===== config.mk =====
export PLATFORM = sky130hd
export DESIGN_NAME = alu8_seq_divider
export DESIGN_NICKNAME = d
export VERILOG_FILES = /design/src/rtl/alu8_seq_divider.sv
export SDC_FILE = /design/constraint.sdc
export NUM_CORES = 1
export LEC_CHECK = 0
export CAP_MARGIN = 30
export CORE_MARGIN = 2
export CORE_UTILIZATION = 40
export CTS_BUF_LIST = sky130_fd_sc_hd__clkbuf_8
export DETAILED_ROUTE_END_ITERATION = 10
export PLACE_DENSITY = 0.69
export SYNTH_ARGS = -nofsm -noshare
export SYNTH_HDL_FRONTEND = slang
export SYNTH_SLANG_ARGS = --single-unit

===== constraint.sdc =====
create_clock -name clk -period 2.4 [get_ports clk]
set_input_delay 0.6 -clock clk [delete_from_list [all_inputs] [get_ports clk]]
set_output_delay 0.6 -clock clk [all_outputs]
set_load 0.05 [all_outputs]

===== src/rtl/alu8_seq_divider.sv =====
// Sequential unsigned restoring divider: one trial subtraction (A + ~B + 1) per clock,
// one quotient bit per iteration, single-cycle done pulse on completion.
//
// state | meaning
// IDLE  | waiting for start
// RUN   | iterating, one quotient bit per edge
// DONE  | results published, done high for this cycle; ready for a new start
module alu8_seq_divider #(
    parameter int WIDTH = 8
) (
    input  logic             clk,
    input  logic             rst_n,
    input  logic             start,
    input  logic [WIDTH-1:0] dividend,
    input  logic [WIDTH-1:0] divisor,
    output logic             busy,
    output logic             done,
    output logic [WIDTH-1:0] quotient,
    output logic [WIDTH-1:0] remainder,
    output logic             div_by_zero
);

    localparam int CW = $clog2(WIDTH + 1);

    typedef enum logic [1:0] {IDLE, RUN, DONE} state_t;

    state_t           state;
    logic [WIDTH-1:0] q_reg;
    logic [WIDTH-1:0] d_reg;
    logic [WIDTH:0]   r_reg;
    logic [CW-1:0]    cnt;

    logic [WIDTH:0]   s_val;
    logic [WIDTH+1:0] sum;
    logic             no_borrow;
    logic [WIDTH:0]   r_next;
    logic [WIDTH-1:0] q_next;

    always_comb begin
        s_val     = {r_reg[WIDTH-1:0], q_reg[WIDTH-1]};
        sum       = {1'b0, s_val} + {1'b0, ~{1'b0, d_reg}} + (WIDTH + 2)'(1);
        no_borrow = sum[WIDTH+1];
        r_next    = no_borrow ? sum[WIDTH:0] : s_val;
        q_next    = {q_reg[WIDTH-2:0], no_borrow};
    end

    // Partial remainder stays below the divisor, so its top bit is never shifted back in.
    logic unused_r_msb;
    assign unused_r_msb = r_reg[WIDTH];

    always_ff @(posedge clk or negedge rst_n) begin
        if (!rst_n) begin
            state       <= IDLE;
            q_reg       <= '0;
            d_reg       <= '0;
            r_reg       <= '0;
            cnt         <= '0;
            busy        <= 1'b0;
            done        <= 1'b0;
            quotient    <= '0;
            remainder   <= '0;
            div_by_zero <= 1'b0;
        end else begin
            done <= 1'b0;
            case (state)
                RUN: begin
                    q_reg <= q_next;
                    r_reg <= r_next;
                    cnt   <= cnt + 1'b1;
                    if (cnt == CW'(WIDTH - 1)) begin
                        state       <= DONE;
                        busy        <= 1'b0;
                        done        <= 1'b1;
                        quotient    <= q_next;
                        remainder   <= r_next[WIDTH-1:0];
                        div_by_zero <= 1'b0;
                    end
                end
                default: begin
                    if (start) begin
                        d_reg <= divisor;
                        q_reg <= dividend;
                        r_reg <= '0;
                        cnt   <= '0;
                        if (divisor == '0) begin
                            state       <= DONE;
                            done        <= 1'b1;
                            quotient    <= '1;
                            remainder   <= dividend;
                            div_by_zero <= 1'b1;
                        end else begin
                            state <= RUN;
                            busy  <= 1'b1;
                        end
                    end else begin
                        state <= IDLE;
                    end
                end
            endcase
        end
    end

endmodule


== After elaboration in Yosys (flattened, before gate mapping) ==
Index checks and enable logic that the tools add are counted.

* Register bits after elaboration: 49
* Bits in latches: 0
* Memory bits (writable): 0
* ROM bits: 0
* Bits of input ports: 19
* Output and inout port bits: 19
* Logic and storage cells: 55
* Memories kept: 0

* $add $sub $neg: 3
* Multipliers: 0
* Div/mod/pow operators: 0
* $lt $le $gt $ge: 0
* Equal/unequal tests: 4
* Shifts and indexed selects: 0
* Muxes and demuxes: 30
* Bitwise operators: 2
* Reductions and logical operators: 6

{| class="wikitable"
|+ Operators with widths
! operator !! number
|-
| 8-bit two-way mux || 13
|-
| 1-bit two-way mux || 11
|-
| 10-bit by 1-bit adder with 10-bit output, second input constant || 1
|-
| 9-bit by 9-bit adder with 10-bit output || 1
|-
| 8-bit NOT with 9-bit output || 1
|-
| 8-bit zero test || 1
|-
| 2-bit two-way mux || 4
|-
| 4-bit two-way mux || 2
|-
| 3-bit AND reduction || 2
|-
| 4-bit by 1-bit adder with 4-bit output, second input constant || 1
|-
| 4-bit by 3-bit equality test with 1-bit output, second input constant || 1
|-
| 2-bit nonzero test || 2
|-
| 2-bit by 1-bit equality test with 1-bit output, second input constant || 1
|-
| 2-bit by 1-bit != test with 1-bit output, second input constant || 1
|-
| 2-bit != test, second input constant || 1
|-
| 2-bit AND reduction || 1
|-
| 1-bit NOT || 1
|}

== Depth between registers and ports, before layout ==
* Depth after elaboration: 6
* Depth in mapped cells: 10
* Gate-level depth less buffers: 10

== Worst setup path after synthesis ==
No wires, ideal clock.

* Path type: reg-to-reg
* Start point: register q_reg[7]
* End point: register remainder[6]
* Library setup time: 94 ps
* Arrival time: 2033 ps
* Required time: 2306 ps
* Slack: 273 ps
* Cell stages (with the launch flop): 11
* Buffers on the path: 0
* Clock period less this slack: 2127 ps
* Cells stage by stage: dfrtp_1 -> inv_1 -> ha_1 -> inv_1 -> fa_1 -> a211oi_1 -> o21bai_1 -> a21oi_1 -> xnor2_1 -> mux2i_1 -> a221oi_2

* Cells in the longest elaborated chain, start to end: 5

{| class="wikitable"
|+ Ends and longest elaborated chain
! item !! line !! source
|-
| start: declaration || 28 || <nowiki>logic [WIDTH-1:0] q_reg;</nowiki>
|-
| start signal: assignment || 67 || <nowiki>q_reg <= q_next;</nowiki>
|-
| start signal: assignment || 82 || <nowiki>q_reg <= dividend;</nowiki>
|-
| 9-bit by 9-bit adder with 10-bit output || 41 || <nowiki>sum = {1'b0, s_val} + {1'b0, ~{1'b0, d_reg}} + (WIDTH + 2)'(1);</nowiki>
|-
| 10-bit by 1-bit adder with 10-bit output || 41 ||
|-
| 8-bit two-way mux || 43 || <nowiki>r_next = no_borrow ? sum[WIDTH:0] : s_val;</nowiki>
|-
| 8-bit two-way mux || 70 || <nowiki>if (cnt == CW'(WIDTH - 1)) begin</nowiki>
|-
| 8-bit two-way mux || 65 || <nowiki>case (state)</nowiki>
|-
| end signal: assignment || 75 || <nowiki>remainder <= r_next[WIDTH-1:0];</nowiki>
|-
| end signal: assignment || 89 || <nowiki>remainder <= dividend;</nowiki>
|-
| end: declaration || 19 || <nowiki>output logic [WIDTH-1:0] remainder,</nowiki>
|}

No other way between the ends. The select of a mux whose other input is x is not followed.
A chain may end at the register's enable or synchronous reset.

== Worst setup path in the final report ==
* Start point: register r_reg[0]
* End point: register remainder[7]

* Cells in the longest elaborated chain, start to end: 5

{| class="wikitable"
|+ Ends and longest elaborated chain
! item !! line !! source
|-
| start: declaration || 30 || <nowiki>logic [WIDTH:0] r_reg;</nowiki>
|-
| start signal: assignment || 68 || <nowiki>r_reg <= r_next;</nowiki>
|-
| 9-bit by 9-bit adder with 10-bit output || 41 ||
|-
| 10-bit by 1-bit adder with 10-bit output || 41 ||
|-
| 8-bit two-way mux || 43 ||
|-
| 8-bit two-way mux || 70 ||
|-
| 8-bit two-way mux || 65 ||
|}

No other way between the ends. The select of a mux whose other input is x is not followed.

==> metrics.md <==
| Metric | Value |
|---|---|
| Status | completed |
| Final Skew | 0.00370 ns |
| Post-Syn Area | 2520 um2 |
| Global-route wire length before repair | 9.57 mm |
| Die W | 83.4 um |
| Final-layout setup total negative slack | 0 ns |
| Synth Instances | 246 |
| Async set-reset flop share out of synthesis | 100% |
| Clock Pin Slew Worst Setup and Hold Paths | 0.09 ns |
| Top_reg_cell synth | dfrtp_1 |
| PortBufs | 37 |
| Starting Density | 42.1% |
| Yosys reg bits | 49 |
| Die area | 6950 um2 |
| Required time of the critical path | 2.62 ns |
| Post-synth net total | 275 |
| Fin util | 52.8% |
| Via density | 5.37 |
| CTS Buffer Depth | 2 |
| Post-DP Area | 3040 um2 |
| Design Area, Final | 3160 um2 |
| Post-CTS setup buffers | 0 |
| Number of flops mapped to enable cells by yosys | 0 |
| Final Max Tran Viols | 0 |
| Max_slew headroom | 59.4% |
| H-tree depth reported by CTS | 2 |
| Detailed Route WL | 5.63 mm |
| Number of global-route vias before repair | 2046 |
| Num rows | 28 |
| Arr. time, crit path | 2.47 ns |
| Seq/Total Area, Yosys | 48.7% |
| Core area | 5990 um2 |
| Cell variety after synth | 44 |
| First-pass iteration count of the detailed router | 4 |
| Final period util | 93.6% |
| # setup viols final | 0 |
| DR iter-0 viols | 98 |
| # fillers | 553 |
| Largest area contributor in the netlist | dfrtp_1 |
| Crit path time final | 2.25 ns |
| Ant. Diodes | 0 |
| Synth cell count leaders | 49 x dfrtp_1, 30 x nand2_1, 26 x nor2_1 |
| Clk sinks | 49 |
| ANT nets after route | 0 |
| GRT overflow | 0 |
| Top-count cell post-synth | dfrtp_1 |
| GRT Overall Usage | 17.0% |
| DRC | 0 |
| Num ports | 38 |
| Largest net degree at the start of global routing | 50 |
| Unrepaired setup endpoints after global routing | no |
| Worst r2r dst | remainder[7]$_DFFE_PN0P_ |
| Post_cts resized | 0 |
| Final Wtd Congestion | 0.856 |
| Clock Latency Late Sink | 0.30 ns |
| DP Cell Count | 362 |
| Vias | 1988 |
| Mean post-synth cell area | 10.2 um2 |
| TritonCTS clock tree | built |
| Non-filler cells in the finished layout | 370 |
| CTS root buffer | clkbuf_8 |
| Maximum clock frequency | 445 MHz |
| Worst R2R Path Depth | 7 |
| Crit end category | register |
| Synth top area cells | dfrtp_1 49%, mux2i_1 6.4%, ha_1 4.5% |
| Worst-Margin Slew | 0.609 ns |
| Post-synth top area share | 48.7% |
| Height of the die | 83.4 um |
| Final HPWL DP | 4.14 mm |
| Share of cells above drive strength 1 | 13.9% |
| Hold_buf cts | 0 |
| CP Class | reg2reg |
| Routed len/inst | 15.2 um |
| Layout Nets | 323 |
| Initial antenna violation count | 0 |
| CTS Buf Count | 5 |
| Area grow syn2layout | 25.5% |
| Number of max-cap violations | 0 |
| Hold Violations, Final | 0 |
| CP Max Fanout | 5 |
| Worst Setup Start Kind | register |
| Synth warn | 0 |
| R2R Setup Slk | 0.15 ns |
| Worst hold path type | in2async |
| R2r startpoint | r_reg[0]$_DFFE_PN0P_ |
## cell families after synthesis
| kind of cell | Yosys count | synth area share (%) |
|---|---|---|
| AOI/OAI and AO/OA | 61 | 16.6 |
| adders and majority gates | 10 | 5.26 |
| xor gates and xnor gates | 5 | 1.74 |
| buffers and inverters | 20 | 3.38 |
| and+or+nand+nor | 77 | 14.4 |
| muxes | 24 | 9.93 |
| DFF | 49 | 48.7 |
## critical path, stage by stage (launching register included)
cell and delay (ns):
dfrtp_1 0.46, ha_1 0.31, nor2b_2 0.17, o31a_1 0.26
o41ai_1 0.40, mux2i_1 0.24, o211ai_1 0.13, a31oi_1 0.19
## placed cells by master (no fill, tap or decap), types with 4 or more instances in the layout
cell type	n
buf_4	14
nand3_1	4
clkbuf_8	6
nor2_1	26
mux2_2	8
nand2_1	30
inv_1	10
ha_1	9
mux2i_1	16
a21oi_1	15
a31oi_1	4
o21ai_0	16
dfrtp_1	49
clkdlybuf4s50_1	36
## cell type report
| type | count | area, um2 | area share [%] |
|---|---|---|---|
| clock buffers | 6 | 82.6 | 2.61 |
| clock inverters | 2 | 37.5 | 1.19 |
| inverters | 10 | 37.5 | 1.19 |
| multi-input cells | 177 | 1210 | 38.4 |
| flip-flops and latches | 49 | 1230 | 38.8 |
| well taps | 75 | 93.8 | 2.97 |
| repair buffers | 51 | 470 | 14.9 |
## worst max path at each step
stage / start / to / slack, ns / cells after the start
detailed placement: divisor[5] / remainder[0]$_DFFE_PN0P_ / 0.0004 / 9
global placement: divisor[5] / remainder[0]$_DFFE_PN0P_ / 0.01 / 9
finish: r_reg[0]$_DFFE_PN0P_ / remainder[7]$_DFFE_PN0P_ / 0.15 / 7
floorplan: q_reg[7]$_DFFE_PN0P_ / remainder[6]$_DFFE_PN0P_ / 0.27 / 10
global route: q_reg[7]$_DFFE_PN0P_ / remainder[6]$_DFFE_PN0P_ / 0.02 / 10
CTS: q_reg[7]$_DFFE_PN0P_ / remainder[6]$_DFFE_PN0P_ / 0.08 / 10
## through the flow
stage	hold slack [ns]	setup WS (ns)
global placement	0.487	0.0128
CTS	0.417	0.0805
finish	0.390	0.154
floorplan	0.304	0.273
global route	0.447	0.0238
detailed placement	0.484	0.000387
## layer usage
| metal | up-vias | track usage (%) | wire length [um] |
|---|---|---|---|
| li1 | 970 | - | - |
| met1 | 965 | 22.0 | 2590 |
| met2 | 45 | 28.7 | 2710 |
| met3 | 8 | 3.38 | 237 |
| met4 | 0 | 4.77 | 91 |
| met5 | - | 0 | 0 |
Power is left out: the tool's default activity adds up to more than one toggle a clock period on the data nets, which glitch-free logic cannot reach.
